`config.mk`:
```
export PLATFORM = sky130hd
export DESIGN_NAME = dmem_arbiter
export DESIGN_NICKNAME = d
export VERILOG_FILES = /design/src/rtl/dmem_arbiter.sv
export SDC_FILE = /design/constraint.sdc
export NUM_CORES = 1
export LEC_CHECK = 0
export BUFFER_PORTS_ARGS = -buffer_cell sky130_fd_sc_hd__buf_2
export CORE_AREA = 2 2 103 105
export CTS_CLUSTER_SIZE = 8
export DETAILED_ROUTE_END_ITERATION = 12
export DIE_AREA = 0 0 105 107
export MAX_ROUTING_LAYER = met4
export PLACE_DENSITY = 0.56
export SYNTH_ARGS = -nofsm -noshare
export SYNTH_HDL_FRONTEND = slang
export SYNTH_SLANG_ARGS = --single-unit
export TNS_END_PERCENT = 20
```
`constraint.sdc`:
```
create_clock -name clk -period 6 [get_ports clk]
set_clock_uncertainty 0.2 [all_clocks]
set_input_delay 0.6 -clock clk [delete_from_list [all_inputs] [get_ports clk]]
set_output_delay 0.6 -clock clk [all_outputs]
set_load 0.01 [all_outputs]
```
`src/rtl/dmem_arbiter.sv`:
```
// rtl/dmem_arbiter.sv - CPU/DMA data-memory arbiter with starvation guard and sticky error record
module dmem_arbiter #(
    parameter int MAX_WAIT = 4,
    parameter int AW       = 13
) (
    input  logic          clk,
    input  logic          rst,
    input  logic          cpu_req,
    input  logic          cpu_wena,
    input  logic [1:0]    cpu_wbh,
    input  logic [AW-1:0] cpu_addr,
    input  logic [31:0]   cpu_wdata,
    output logic          cpu_ack,
    output logic [31:0]   cpu_rdata,
    output logic          cpu_err,
    input  logic          dma_req,
    input  logic          dma_wena,
    input  logic [1:0]    dma_wbh,
    input  logic [AW-1:0] dma_addr,
    input  logic [31:0]   dma_wdata,
    output logic          dma_ack,
    output logic [31:0]   dma_rdata,
    output logic          dma_err,
    output logic          mem_wena,
    output logic [1:0]    mem_wbh,
    output logic [AW-1:0] mem_addr,
    output logic [31:0]   mem_wdata,
    input  logic [31:0]   mem_rdata,
    output logic          err_valid,
    output logic          err_src,
    output logic [AW-1:0] err_addr,
    input  logic          err_clr
);

    localparam logic [3:0] WAIT_LIMIT = 4'(MAX_WAIT);

    logic [3:0]    starve_cnt;
    logic          dma_grant;
    logic          cpu_grant;
    logic          any_grant;
    logic          legal;
    logic          acc_err;
    logic          win_wena;
    logic [1:0]    win_wbh;
    logic [AW-1:0] win_addr;
    logic [31:0]   win_wdata;

    function automatic logic is_legal(input logic [1:0] wbh, input logic [1:0] lsb);
        case (wbh)
            2'b01:   is_legal = (lsb == 2'b00);
            2'b10:   is_legal = !lsb[0];
            2'b11:   is_legal = 1'b1;
            default: is_legal = 1'b0;
        endcase
    endfunction

    // rst gates the grant combinationally so an in-flight store is dropped before the negedge write
    assign dma_grant = !rst && dma_req && ((starve_cnt == WAIT_LIMIT) || !cpu_req);
    assign cpu_grant = !rst && cpu_req && !dma_grant;
    assign any_grant = dma_grant || cpu_grant;

    always_comb begin
        win_wena  = cpu_wena;
        win_wbh   = cpu_wbh;
        win_addr  = cpu_addr;
        win_wdata = cpu_wdata;
        if (dma_grant) begin
            win_wena  = dma_wena;
            win_wbh   = dma_wbh;
            win_addr  = dma_addr;
            win_wdata = dma_wdata;
        end
    end

    assign legal   = is_legal(win_wbh, win_addr[1:0]);
    assign acc_err = any_grant && !legal;

    always_comb begin
        mem_wena  = 1'b0;
        mem_wbh   = 2'b01;
        mem_addr  = '0;
        mem_wdata = '0;
        cpu_ack   = 1'b0;
        cpu_err   = 1'b0;
        cpu_rdata = '0;
        dma_ack   = 1'b0;
        dma_err   = 1'b0;
        dma_rdata = '0;
        if (any_grant) begin
            mem_wena  = win_wena && legal;
            mem_wbh   = win_wbh;
            mem_addr  = win_addr;
            mem_wdata = win_wdata;
        end
        if (cpu_grant) begin
            cpu_ack   = 1'b1;
            cpu_err   = !legal;
            cpu_rdata = legal ? mem_rdata : 32'd0;
        end
        if (dma_grant) begin
            dma_ack   = 1'b1;
            dma_err   = !legal;
            dma_rdata = legal ? mem_rdata : 32'd0;
        end
    end

    always_ff @(posedge clk or posedge rst) begin
        if (rst) begin
            starve_cnt <= 4'd0;
        end else if (dma_req && !dma_grant) begin
            if (starve_cnt < WAIT_LIMIT) starve_cnt <= starve_cnt + 4'd1;
        end else begin
            starve_cnt <= 4'd0;
        end
    end

    // A new error in the clearing cycle replaces the old record rather than being lost
    always_ff @(posedge clk or posedge rst) begin
        if (rst) begin
            err_valid <= 1'b0;
            err_src   <= 1'b0;
            err_addr  <= '0;
        end else if (acc_err && (!err_valid || err_clr)) begin
            err_valid <= 1'b1;
            err_src   <= dma_grant;
            err_addr  <= win_addr;
        end else if (err_clr) begin
            err_valid <= 1'b0;
        end
    end

endmodule

```
* Word level (Yosys, flattened, before mapping)
Index checks and enable logic that the tools add are counted.
** Storage, ports and cells
- Latch bits :: 0
- Input bits :: 133
- Memory bits (writable) :: 0
- Memories kept :: 0
- Word-level logic and storage cells :: 50
- Flip-flop bits (word level) :: 19
- Bits in read-only memories :: 0
- Output and inout port bits :: 131
** Operators by class
- Equal/unequal tests :: 5
- Reductions and logical operators :: 19
- Div/mod/pow operators :: 0
- Multiplexer cells :: 20
- Magnitude comparators :: 1
- Shift-type cells :: 0
- Bitwise operators :: 0
- $add $sub $neg :: 1
- Multiply operators :: 0
** Operator list (number)
- 2-to-1 mux 32 bit :: 5
- 2-to-1 mux 13 bit :: 2
- logical AND 1 bit :: 8
- 2-to-1 mux 1 bit :: 8
- 2-to-1 mux 4 bit :: 2
- zero test 1 bit :: 6
- adder 4 x 1 -> 4 bit, second input constant :: 1
- equality test 2 bit, second input constant :: 2
- equality test 4 x 3 -> 1 bit, second input constant :: 1
- < comparator 4 x 3 -> 1 bit, second input constant :: 1
- 2-to-1 mux 2 bit :: 2
- logical OR 1 bit :: 3
- case mux 1 bit (3 select lines) :: 1
- equality test 2 x 1 -> 1 bit, second input constant :: 1
- zero test 2 bit :: 1
- != test 2 x 1 -> 1 bit, second input constant :: 1
- nonzero test 2 bit :: 1

* Depth between registers and ports, before layout
- Word-level depth :: 10
- Gate-level depth with buffers :: 10
- Depth with buffers taken out :: 8

* Least setup slack after synthesis
OpenSTA, ideal clock, no wires.
- Kind :: input port to output port
- From :: input port rst
- To :: output port mem_addr[10]
- Data required time :: 5.200 ns
- Slack :: 3.279 ns
- Stages :: 5
- Buffers on the path :: 2
- Arrival :: 1.921 ns
- Cell sequence :: inv_1 o21ai_1 clkbuf_1 clkbuf_1 a21oi_1
** On the way
- Word-level cells in the longest chain between the ends :: 7
** RTL lines
- from (decl) :: line 7 : input logic rst,
- zero test 1 bit (no source line) *
- logical AND 1 bit (2 in a row) :: line 58 : assign dma_grant = !rst && dma_req && ((starve_cnt == WAIT_LIMIT) || !cpu_req);
- zero test 1 bit :: line 59 : assign cpu_grant = !rst && cpu_req && !dma_grant;
- logical AND 1 bit :: line 59
- logical OR 1 bit :: line 60 : assign any_grant = dma_grant || cpu_grant;
- 2-to-1 mux 13 bit * :: line 89 : if (any_grant) begin
- to (decl) :: line 26 : output logic [AW-1:0] mem_addr,
Mark *: on every way between the ends. The rest lies on a longest branch, timed or not.

* Worst setup path after layout
- From :: register starve_cnt[0]
- To :: output port mem_wdata[2]
** On the way
- Word-level cells in the longest chain between the ends :: 7
** RTL lines
- from (decl) :: line 37 : logic [3:0] starve_cnt;
- from (signal assigned) :: line 111 : if (starve_cnt < WAIT_LIMIT) starve_cnt <= starve_cnt + 4'd1;
- equality test 4 x 3 -> 1 bit * :: line 58
- logical OR 1 bit * :: line 58
- logical AND 1 bit * :: line 58
- zero test 1 bit :: line 59
- logical AND 1 bit :: line 59
- logical OR 1 bit :: line 60
- 2-to-1 mux 32 bit * :: line 89
- to (decl) :: line 27 : output logic [31:0] mem_wdata,
Marked as above.

==> impl_metrics.json <==
{
  "status": "finished clean",
  "ys_seq_area_share_pct": 22.6,
  "synth_area_leaders": "dfrtp_1 (23%), nand2_1 (19%), and2_1 (19%)",
  "p_leak_nw": 2.22,
  "cts_root_buf": "clkbuf_8",
  "p_total_mw": 0.528,
  "p_per_area_mw_per_mm2": 148,
  "clk_pin_slew_worst_paths_ns": 0.07,
  "grt_use_total_pct": 16.1,
  "grt_pass1_vias": 2855,
  "cp.required_ns": 5.20,
  "wl_per_cell_um": 13.8,
  "row_count": 37,
  "clk-insertion-delay-late_ns": 0.25,
  "grt_pass1_wl_um": 14300,
  "multi_input_area_mm2": 0.00149,
  "port-buffer-count": 263,
  "initial_utilization_pct": 20.9,
  "synth_top_area_cell": "dfrtp_1",
  "vias": 3051,
  "holdBufCountCts": 0,
  "dieHeight_um": 107,
  "nets": 705,
  "synth_seq_cells": 19,
  "cts_made_buffers": 3,
  "synthesis.area_mm2": 0.00211,
  "globalplace.congestion": 0.818,
  "stdcell_count": 708,
  "cp-end-kind": "output pin",
  "core_mm2": 0.0101,
  "syn_to_final_growth_pct": 69.6,
  "hold_viol_final": 0,
  "async_flop_share_pct": 100,
  "cts_tree": "done",
  "yosys_most_used_dff": "dfrtp_1",
  "cp-start-kind": "flip-flop",
  "avgSynthCellArea_um2": 6.55,
  "pin_count": 264,
  "drive_gt1_share_pct": 50.3,
  "critical_path_class": "flip-flop to output pin",
  "synth_nets": 457,
  "overflow": 0,
  "cap_violations": 0,
  "viasPerCell": 4.31,
  "setup-violations-final": 0,
  "dp_hpwl_um": 8010,
  "fill_cells": 1109,
  "rsz0062_at_grt": "false",
  "seqCellArea_um2": 475,
  "wl_um": 9770,
  "dp_cells": 701,
  "drc": 0,
  "clock-sinks": 19,
  "post_cts_resized": 0,
  "synth_edf_count": 0,
  "die-area_mm2": 0.0112,
  "fmax_mhz": 263,
  "htree_levels": 1,
  "min_period_ns": 3.80,
  "antenna_left": 0,
  "dieWidth_um": 105,
  "yosys_warnings": 0,
  "clockBufferDepth": 2,
  "tns_ns": 0,
  "hp-class": "primary input to asynchronous set/reset pin",
  "worstPathMaxFanout": 54,
  "syn_inst": 322,
  "worst_pin_slew_ns": 1.19,
  "grt_antenna_before_repair": 2,
  "slew_headroom_pct": 20.2,
  "yosys.area.top_type_share_pct": 22.6,
  "slew_violations": 0,
  "dr.pass1.iters": 5,
  "postCtsSetupBuffers": 0,
  "synth.distinct_cells": 30,
  "drt_iter0_markers": 234,
  "ir_drop_mv": 0.0960,
  "cp.arrival_ns": 3.00,
  "min_period_over_period_pct": 63.4,
  "grt_max_degree": 55
}
==> cell usage in the layout (no fill, tap or decap), drive strengths merged <==
master	n
buf	266
nand2	107
and2	64
a21oi	47
dfrtp	19
inv	12
mux2	12
nor2	9
o21ai	6
nand2b	4
diode	3
clkbuf	3
o311a	2
a2111oi	2
ha	2
a211o	2
mux2i	2
nand3b	1
xnor2	1
o21bai	1
and3	1
a31oi	1
o2bb2ai	1
nor2b	1
o211ai	1
nor3b	1
clkinv	1
==> registers in the layout, indices dropped and copies added (netlist names) <==
signal / cells
err_valid: 1
err_src: 1
err_addr: 13
starve_cnt: 4
==> synthesized netlist by cell type (2+ instances only) <==
cell type    n
nand2_1    107
and2_1      64
a21oi_1     47
dfrtp_1     19
clkbuf_1    16
inv_1       12
mux2_4      10
nor2_1       8
buf_2        5
o21ai_0      5
nand2b_1     4
a2111oi_0    2
a211o_1      2
buf_6        2
ha_1         2
mux2_2       2
o311a_1      2
==> layer usage <==
layer  track usage, %  share of wire, %
met2             28.9                49
met5                -                 0
met3             4.38               9.4
met1             18.7                41
met4             1.81              0.97
==> stage by stage <==
stage          worst slack, ns  util (%)  area [µm²]  hold WS [ns]
2_1_floorplan             3.28         -        2110         0.301
3_3_place_gp              2.42      34.9        3520         0.294
3_5_place_dp              2.27      34.9        3520         0.292
4_1_cts                   2.14      35.4        3570         0.313
5_1_grt                   1.95      35.4        3570         0.333
6_report                  2.20      35.4        3580         0.308
==> critical path, stage by stage, from the launching register on <==
cell	delay, ns
dfrtp_1	0.42
inv_1	0.07
ha_1	0.14
nand3b_1	0.10
a211o_2	0.71
inv_1	0.36
buf_4	0.45
nand2_1	0.11
a21oi_1	0.20
buf_2	0.18
==> cell type report <==
class,instances,share of cell area [%]
Multi-Input combinational cell,268,41.7
Clock buffer,3,1.15
Tap cell,136,4.76
Timing Repair Buffer,266,37.4
Inverter,12,1.26
Antenna cell,3,0.210
Clock inverter,1,0.140
Sequential cell,19,13.3
==> final timing paths <==
path	from	end	slack, ns	depth (start not counted)
max	starve_cnt[0]$_DFFE_PP0P_	mem_wdata[2]	2.20	9
min	rst	err_addr[10]$_DFFE_PP0P_	0.31	2
min in group clk	err_addr[3]$_DFFE_PP0P_	err_addr[3]$_DFFE_PP0P_	0.31	1
min reg2reg	err_addr[3]$_DFFE_PP0P_	err_addr[3]$_DFFE_PP0P_	0.31	1
max in group asynchronous	rst	err_addr[0]$_DFFE_PP0P_	4.80	2
max reg2reg	starve_cnt[0]$_DFFE_PP0P_	err_addr[0]$_DFFE_PP0P_	2.76	9
==> power breakdown <==
group / internal (mW) / switching (mW) / total, mW / leakage (nW)
clock: 0.0460 / 0.0397 / 0.0858 / 0.0255
sequential: 0.158 / 0.0196 / 0.177 / 0.234
combinational: 0.130 / 0.134 / 0.265 / 1.96
total: 0.334 / 0.194 / 0.528 / 2.22
==> kinds of logic after synthesis <==
logic type,share of synthesized area (%)
and+or+nand+nor,42.3
adders and majority gates,1.19
DFF,22.6
xor gates and xnor gates,0.416
buffers and inverters,7.24
muxes,9.73
AOI/OAI and AO/OA,16.6
Note: power is estimated with default switching activity, not from simulation.
